$ cat config.mk
export PLATFORM = sky130hd
export DESIGN_NAME = ppu_cpu_regs_flat
export DESIGN_NICKNAME = d
export VERILOG_FILES = /design/src/rtl/ppu_cpu_regs_if.sv /design/src/rtl/ppu_cpu_regs.sv /design/src/flat_wrapper.sv
export SDC_FILE = /design/constraint.sdc
export NUM_CORES = 1
export LEC_CHECK = 0
export CORE_UTILIZATION = 45
export CTS_BUF_LIST = sky130_fd_sc_hd__clkbuf_4 sky130_fd_sc_hd__clkbuf_8
export DETAILED_ROUTE_END_ITERATION = 6
export DONT_BUFFER_PORTS = 1
export RECOVER_POWER = 100
export SKIP_CTS_REPAIR_TIMING = 1
export SYNTH_ARGS = -nofsm -noshare
export SYNTH_HDL_FRONTEND = slang
export SYNTH_SLANG_ARGS = --single-unit
$ cat constraint.sdc
create_clock -name PPU_SLOW_CLOCK -period 7.5 [get_ports PPU_SLOW_CLOCK]
set_input_delay 0.375 -clock PPU_SLOW_CLOCK [delete_from_list [all_inputs] [get_ports PPU_SLOW_CLOCK]]
set_output_delay 0.375 -clock PPU_SLOW_CLOCK [all_outputs]
set_load 0.02 [all_outputs]
$ cat src/rtl/ppu_cpu_regs_if.sv
// rtl/ppu_cpu_regs_if.sv - CPU register bus between the CPU side and the PPU register front end
interface ppu_cpu_regs_if;
    logic       CS;
    logic       RW;
    logic [2:0] CPUA;
    logic [7:0] CPUDI;
    logic [7:0] CPUDO;

    modport master (output CS, output RW, output CPUA, output CPUDI, input CPUDO);
    modport slave  (input CS, input RW, input CPUA, input CPUDI, output CPUDO);
endinterface

$ cat src/rtl/ppu_cpu_regs.sv
// rtl/ppu_cpu_regs.sv - PPU CPU register front end ($2000-$2007), VRAM/OAM ports and NMI
// Optional unbuffered palette reads via PPU_PALETTE_READ_BYPASS_EN.
module ppu_cpu_regs #(
    parameter int                 VRAM_AW  = 14,
    parameter logic [VRAM_AW-1:0] PAL_BASE = VRAM_AW'('h3F00)
) (
    input  logic               PPU_SLOW_CLOCK,
    input  logic               RST,
    ppu_cpu_regs_if.slave      cpu,
    output logic               NMI,
    input  logic               VBL_SET,
    input  logic               VBL_CLR,
    input  logic               SPR0_SET,
    output logic [7:0]         PPUCTL_O,
    output logic [7:0]         PPUMASK_O,
    output logic [7:0]         SCROLL_X,
    output logic [7:0]         SCROLL_Y,
    output logic [VRAM_AW-1:0] VRAM_ADDR,
    output logic [7:0]         VRAM_WDATA,
    output logic               VRAM_WE,
    output logic               VRAM_RE,
    input  logic [7:0]         VRAM_RDATA,
    output logic [7:0]         OAM_ADDR,
    output logic [7:0]         OAM_WDATA,
    output logic               OAM_WE,
    input  logic [7:0]         OAM_RDATA
);

`ifdef PPU_PALETTE_READ_BYPASS_EN
    localparam bit PAL_BYPASS = 1'b1;
`else
    localparam bit PAL_BYPASS = 1'b0;
`endif

    logic               cs_q;
    logic               access;
    logic               rd_acc;
    logic               wr_acc;
    logic               status_rd;
    logic [13:0]        t;
    logic [13:0]        t_full;
    logic               w;
    logic [7:0]         rbuf;
    logic [7:0]         open_bus;
    logic               vbl;
    logic               spr0;
    logic [7:0]         status_byte;
    logic [VRAM_AW-1:0] vram_inc;

    assign access      = cpu.CS & ~cs_q;
    assign rd_acc      = access & cpu.RW;
    assign wr_acc      = access & ~cpu.RW;
    assign status_rd   = rd_acc && (cpu.CPUA == 3'd2);
    // A vblank edge landing on the status read is hidden from that read and then lost.
    assign status_byte = {vbl & ~VBL_SET, spr0, 1'b0, open_bus[4:0]};
    assign t_full      = {t[13:8], cpu.CPUDI};
    assign vram_inc    = PPUCTL_O[2] ? VRAM_AW'(32) : VRAM_AW'(1);

    always_ff @(posedge PPU_SLOW_CLOCK or posedge RST) begin
        if (RST) begin
            // cs_q resets high so a CS held through reset is not taken as a new access.
            cs_q       <= 1'b1;
            cpu.CPUDO  <= 8'h00;
            NMI        <= 1'b0;
            PPUCTL_O   <= 8'h00;
            PPUMASK_O  <= 8'h00;
            SCROLL_X   <= 8'h00;
            SCROLL_Y   <= 8'h00;
            VRAM_ADDR  <= '0;
            VRAM_WDATA <= 8'h00;
            VRAM_WE    <= 1'b0;
            VRAM_RE    <= 1'b0;
            OAM_ADDR   <= 8'h00;
            OAM_WDATA  <= 8'h00;
            OAM_WE     <= 1'b0;
            t          <= 14'h0000;
            w          <= 1'b0;
            rbuf       <= 8'h00;
            open_bus   <= 8'h00;
            vbl        <= 1'b0;
            spr0       <= 1'b0;
        end else begin
            cs_q    <= cpu.CS;
            VRAM_WE <= 1'b0;
            VRAM_RE <= 1'b0;
            OAM_WE  <= 1'b0;
            NMI     <= vbl & PPUCTL_O[7];

            if (VBL_CLR)        vbl <= 1'b0;
            else if (status_rd) vbl <= 1'b0;
            else if (VBL_SET)   vbl <= 1'b1;

            if (VBL_CLR)       spr0 <= 1'b0;
            else if (SPR0_SET) spr0 <= 1'b1;

            // Second half of a $2007/$2004 access: post-increment and buffer fill.
            if (VRAM_WE || VRAM_RE) VRAM_ADDR <= VRAM_ADDR + vram_inc;
            if (VRAM_RE) begin
                rbuf <= VRAM_RDATA;
                if (PAL_BYPASS && (VRAM_ADDR >= PAL_BASE)) cpu.CPUDO <= VRAM_RDATA;
            end
            if (OAM_WE) OAM_ADDR <= OAM_ADDR + 8'd1;

            if (wr_acc) begin
                open_bus <= cpu.CPUDI;
                case (cpu.CPUA)
                    3'd0: PPUCTL_O  <= cpu.CPUDI;
                    3'd1: PPUMASK_O <= cpu.CPUDI;
                    3'd3: OAM_ADDR  <= cpu.CPUDI;
                    3'd4: begin
                        OAM_WE    <= 1'b1;
                        OAM_WDATA <= cpu.CPUDI;
                    end
                    3'd5: begin
                        if (!w) SCROLL_X <= cpu.CPUDI;
                        else    SCROLL_Y <= cpu.CPUDI;
                        w <= ~w;
                    end
                    3'd6: begin
                        if (!w) begin
                            t[13:8] <= cpu.CPUDI[5:0];
                        end else begin
                            t[7:0]    <= cpu.CPUDI;
                            VRAM_ADDR <= t_full[VRAM_AW-1:0];
                        end
                        w <= ~w;
                    end
                    3'd7: begin
                        VRAM_WE    <= 1'b1;
                        VRAM_WDATA <= cpu.CPUDI;
                    end
                    default: ;
                endcase
            end

            if (rd_acc) begin
                case (cpu.CPUA)
                    3'd2: begin
                        cpu.CPUDO <= status_byte;
                        w         <= 1'b0;
                    end
                    3'd4: cpu.CPUDO <= OAM_RDATA;
                    3'd7: begin
                        cpu.CPUDO <= rbuf;
                        VRAM_RE   <= 1'b1;
                    end
                    default: cpu.CPUDO <= open_bus;
                endcase
            end
        end
    end

endmodule

$ cat src/flat_wrapper.sv
// flat-port wrapper written by rule: the top's interface ports become plain ports
module ppu_cpu_regs_flat 
#(
    parameter int                 VRAM_AW  = 14,
    parameter logic [VRAM_AW-1:0] PAL_BASE = VRAM_AW'('h3F00)
)
  (PPU_SLOW_CLOCK, RST, NMI, VBL_SET, VBL_CLR, SPR0_SET, PPUCTL_O, PPUMASK_O, SCROLL_X, SCROLL_Y, VRAM_ADDR, VRAM_WDATA, VRAM_WE, VRAM_RE, VRAM_RDATA, OAM_ADDR, OAM_WDATA, OAM_WE, OAM_RDATA, cpu_CS, cpu_RW, cpu_CPUA, cpu_CPUDI, cpu_CPUDO);
  ppu_cpu_regs_if cpu_i ();
  input  logic PPU_SLOW_CLOCK;
  input  logic RST;
  output logic NMI;
  input  logic VBL_SET;
  input  logic VBL_CLR;
  input  logic SPR0_SET;
  output logic [7:0] PPUCTL_O;
  output logic [7:0] PPUMASK_O;
  output logic [7:0] SCROLL_X;
  output logic [7:0] SCROLL_Y;
  output logic [VRAM_AW-1:0] VRAM_ADDR;
  output logic [7:0] VRAM_WDATA;
  output logic VRAM_WE;
  output logic VRAM_RE;
  input  logic [7:0] VRAM_RDATA;
  output logic [7:0] OAM_ADDR;
  output logic [7:0] OAM_WDATA;
  output logic OAM_WE;
  input  logic [7:0] OAM_RDATA;
  input wire logic [$bits(cpu_i.CS)-1:0] cpu_CS;
  input wire logic [$bits(cpu_i.RW)-1:0] cpu_RW;
  input wire logic [$bits(cpu_i.CPUA)-1:0] cpu_CPUA;
  input wire logic [$bits(cpu_i.CPUDI)-1:0] cpu_CPUDI;
  output wire logic [$bits(cpu_i.CPUDO)-1:0] cpu_CPUDO;
  assign cpu_i.CS = cpu_CS;
  assign cpu_i.RW = cpu_RW;
  assign cpu_i.CPUA = cpu_CPUA;
  assign cpu_i.CPUDI = cpu_CPUDI;
  assign cpu_CPUDO = cpu_i.CPUDO;
  ppu_cpu_regs #(.VRAM_AW(VRAM_AW), .PAL_BASE(PAL_BASE)) u_core (.PPU_SLOW_CLOCK(PPU_SLOW_CLOCK), .RST(RST), .cpu(cpu_i), .NMI(NMI), .VBL_SET(VBL_SET), .VBL_CLR(VBL_CLR), .SPR0_SET(SPR0_SET), .PPUCTL_O(PPUCTL_O), .PPUMASK_O(PPUMASK_O), .SCROLL_X(SCROLL_X), .SCROLL_Y(SCROLL_Y), .VRAM_ADDR(VRAM_ADDR), .VRAM_WDATA(VRAM_WDATA), .VRAM_WE(VRAM_WE), .VRAM_RE(VRAM_RE), .VRAM_RDATA(VRAM_RDATA), .OAM_ADDR(OAM_ADDR), .OAM_WDATA(OAM_WDATA), .OAM_WE(OAM_WE), .OAM_RDATA(OAM_RDATA));
endmodule
# Word-level counts from Yosys, hierarchy flattened
# Cells that the tools add are included.
# totals
register_bits	108
out_inout_bits	82
elab_cells	74
# classes
add_sub_neg	2
n_eq_ne	7
muxes	23
n_bitwise	9
n_reduce_logical	13
# ops
operator	n
$mux W14	4
$mux W8	3
$pmux W8 S3	1
$add A14 B14 Y14	1
$mux W1	14
$eq A3 B3 Y1 const B	4
$reduce_and A3 Y1	3
$add A8 B1 Y8 const B	1
$reduce_and A2 Y1	4
$eq A3 B2 Y1 const B	2
$mux W6	1
$and A1 B1 Y1	5
$not A1 Y1	4
$eq A3 B1 Y1 const B	1
$logic_not A3 Y1	1
$reduce_bool A3 Y1	1
$reduce_bool A2 Y1	1
$reduce_or A2 Y1	1
$logic_and A1 B1 Y1	1
$logic_or A1 B1 Y1	1

# Depth between registers and ports, before layout
# logic_depth
word_depth	6
ltp_mapped	8

# Least setup slack after synthesis
# OpenSTA, ideal clock, no wires.
# synth_path
path_kind	flip-flop to flip-flop
from	reg u_core.PPUCTL_O[2]
to	reg u_core.VRAM_ADDR[13]
t_arrival_ps	1608
t_required_ps	7363
setup_slack_ps	5755
stages_incl_launch_ff	7
path_cell_list	dfrtp_1 -> ha_1 -> and3_1 -> a21oi_1 -> nor4b_1 -> xnor2_1 -> a21oi_1
# synth_via
elab_chain_cells	6
# synth_lines
element	line_no	source
from (decl)	ppu_cpu_regs.sv:14	output logic [7:0] PPUCTL_O,
from (signal assigned)	ppu_cpu_regs.sv:107	3'd0: PPUCTL_O <= cpu.CPUDI;
$mux W6 *	ppu_cpu_regs.sv:57	assign vram_inc = PPUCTL_O[2] ? VRAM_AW'(32) : VRAM_AW'(1);
$add A14 B14 Y14 *	ppu_cpu_regs.sv:97	if (VRAM_WE || VRAM_RE) VRAM_ADDR <= VRAM_ADDR + vram_inc;
$mux W14 *	ppu_cpu_regs.sv:97	
$mux W14	ppu_cpu_regs.sv:120	if (!w) begin
$mux W14	ppu_cpu_regs.sv:106	case (cpu.CPUA)
$mux W14 *	ppu_cpu_regs.sv:104	if (wr_acc) begin
to (signal assigned)	ppu_cpu_regs.sv:97	
to (signal assigned)	ppu_cpu_regs.sv:124	VRAM_ADDR <= t_full[VRAM_AW-1:0];
to (decl)	ppu_cpu_regs.sv:18	output logic [VRAM_AW-1:0] VRAM_ADDR,
# Mark *: on every way between the ends. The rest lies on a longest branch, timed or not.
# A chain may end at the register's enable or synchronous reset.

==> flow_summary.ini <==
[run_status]
status = complete, but fails checks
violations = capacitance limit, slew limit

[drt]
post_drt_wl_per_cell_um = 19.49
totalWireLength_um = 10020
viasPerCell = 5.477
drt-initial-drc-count = 134
vias = 2815
drc = 0
first_pass_iters = 4
detail-route-antenna-nets = 0

[clocking]
root_buffer = clkbuf_8
tritoncts = yes
numClockSinks = 108
clk_pin_slew_ns = 0.09
htree_num_levels = 3
clock_path_buffers = 2
clock_latency_ns = 0.36
numCtsBuffers = 9

[pwr]
p_sw_frac = 0.3449
internal-power_mw = 1.053
pwr_density_cell_nw_per_um2 = 324.7
clkPwrFrac = 0.244
p_switching_uw = 554.4
p_seq_frac = 0.606
peakVddDrop_mv = 0.1485
combPwrFrac = 0.151
p_leak_nw = 2.187

[critical_path]
cp_data_required_time_ns = 7.35
reg2reg_depth = 4
reg2reg_to = u_core.SCROLL_X[5]
reg2reg_slack_ns = 3.74
worst-path-max-fanout = 56
end_kind = asynchronous set/reset pin
start_kind = primary input
crit_chain = clkinvlp_2 -> clkbuf_1
max_stage_delay_ns = 2.14
cp.arrival_ns = 3.81
cp_slowest_cell = clkbuf_1
critical_path_class = primary input to asynchronous set/reset pin
crit_buf_inv = 2
regToRegStartpoint = u_core.cs_q
cp_top_family = buffers and inverters

[floorplan]
start_util = 0.4705
rows = 36
core_area_um2 = 9910
dieHeight_um = 103.8
io_pins = 116
die_width_um = 103.8
die_area_um2 = 10770

[synthesis]
synth_top_cell_by_area = dfrtp_1
ys_ff_latch = 108
synth_edf_count = 0
synth.most_common_cell = dfrtp_1
yosysSeqAreaShare = 0.5800
ys.flop_type = dfrtp_1
syn_area_um2 = 4662
synth_area_leaders = dfrtp_1 57%, mux2_2 17%, a21oi_1 2.7%
yosysWarnings = 0
ys_async_sr_fraction = 1.000
avgSynthCellArea_um2 = 12.17
yosysTopAreaCellShare = 0.5743
syn_nets = 421
synth_cells = 383
synthTopCellsByCount = 107 x dfrtp_1, 71 x mux2_2, 32 x nor2_1
ys_types = 43

[sta]
worstMarginPinSlew_ns = 2.897
setup_tns_ns = 0
hold_viol = 0
setup_viol = 0
rsz0062_at_grt = false
worst_slack_ns = 3.533
hold_slack_ns = 0.06807
post-route-min-period_ns = 3.967
relSlewSlack = -0.9315
finalCritPeriodShare = 0.5289
clock_skew_ns = 0.006933
clock.fmax_mhz = 252.1
drv_slew = 136

[global_routing]
grt_pass1_wl_um = 16360
grt_use_total = 0.1959
grt_overflow = 0
antenna_found_initial = 0
grt_max_degree = 57
grt_pass1_vias = 2990

[final_layout]
layout.nets = 414
drive_gt1_frac = 0.2336
syn2layout_area_growth_pct = 6.173
num_antenna_cells = 0
fin_area_um2 = 4950
utilization = 0.4995

[placement]
place_congestion = 0.8210
dpl_worst_slack_ns = 4.911
numPortBuffers = 0
dp_hpwl_um = 6885
dpl_cell_area_um2 = 4755

[min_path]
hp-class = primary input to register
min_from = VBL_CLR
min_to = u_core.spr0
min_path_cells = 1

[run]
maxCapViolations = 4
==> cell usage in the layout, fill, tap and decap left out, types with 2 or more instances in the layout <==
cell type	netlist	layout
a21oi_1	25	25
and3_1	5	5
bufinv_16	0	2
clkbuf_8	0	10
clkinv_4	0	2
dfrtp_1	107	107
ha_1	4	4
inv_1	7	6
mux2_2	71	71
mux2i_1	3	3
nand2_1	25	25
nand3_1	5	5
nand4_1	4	5
nor2_1	32	33
nor3_1	4	4
nor3b_1	2	4
o21ai_0	20	20
o22ai_1	7	7
xnor2_1	11	11
xor2_1	8	8
==> kinds of logic after synthesis <==
group / synth area share
DFF: 0.5800
and+or+nand+nor: 0.1004
muxes: 0.1779
AOI/OAI and AO/OA: 0.07166
buffers and inverters: 0.02362
xor gates and xnor gates: 0.03570
adders and majority gates: 0.01074
==> cell type report <==
cell class,instances,area [um^2]
Multi-Input combinational cell,248,1808
Inverter,7,27.53
Fill cell,916,4960
Sequential cell,108,2704
Clock inverter,5,85.08
Clock buffer,11,145.1
Tap cell,133,166.4
Timing Repair Buffer,2,13.76
==> how the worst max path moves through the flow <==
| stage | from | endpoint | slack, ns | depth (start not counted) |
|---|---|---|---|---|
| finish | RST | u_core.VRAM_ADDR[13] | 3.53 | 2 |
| floorplan | RST | u_core.NMI | 4.28 | 1 |
| CTS | u_core.cs_q | u_core.VRAM_ADDR[5] | 4.91 | 4 |
| global placement | cpu_RW | u_core.VRAM_ADDR[5] | 5.00 | 4 |
| global route | RST | u_core.open_bus[4] | 2.56 | 2 |
| detailed placement | cpu_RW | u_core.VRAM_ADDR[5] | 4.91 | 4 |
==> sequential cells by signal, indices dropped and copies added, names as in the netlist, 6 cells and up <==
signal	flops
u_core.PPUCTL_O	8
u_core.SCROLL_Y	8
u_core.t	6
u_core.cpu.CPUDO	8
u_core.PPUMASK_O	8
u_core.rbuf	8
u_core.SCROLL_X	8
u_core.OAM_WDATA	8
u_core.OAM_ADDR	8
u_core.VRAM_WDATA	8
u_core.VRAM_ADDR	14
u_core.open_bus	8
==> power groups by stage <==
stage          registers, mW  logic [mW]  clock network (mW)
3_5_place_dp           0.988       0.243                   0
5_1_grt                0.994       0.274               0.426
2_1_floorplan          0.946       0.216                   0
4_1_cts                0.977       0.245               0.404
6_report               0.974       0.242               0.391
3_3_place_gp           0.985       0.237                   0
==> through the flow <==
stage	instances	power, mW
global placement	497	1.222
floorplan	383	1.163
global route	514	1.694
detailed placement	497	1.231
CTS	513	1.627
finish	514	1.607
==> routing by layer <==
metal	routed length, um	share of wire	up-vias	track usage
met5	0	0	-	0
met4	146	0.015	0	0.06122
met3	817	0.082	12	0.06923
met2	4711	0.47	80	0.3159
met1	4343	0.43	1402	0.2475
li1	-	-	1321	-
(Power assumes the default switching activity.)
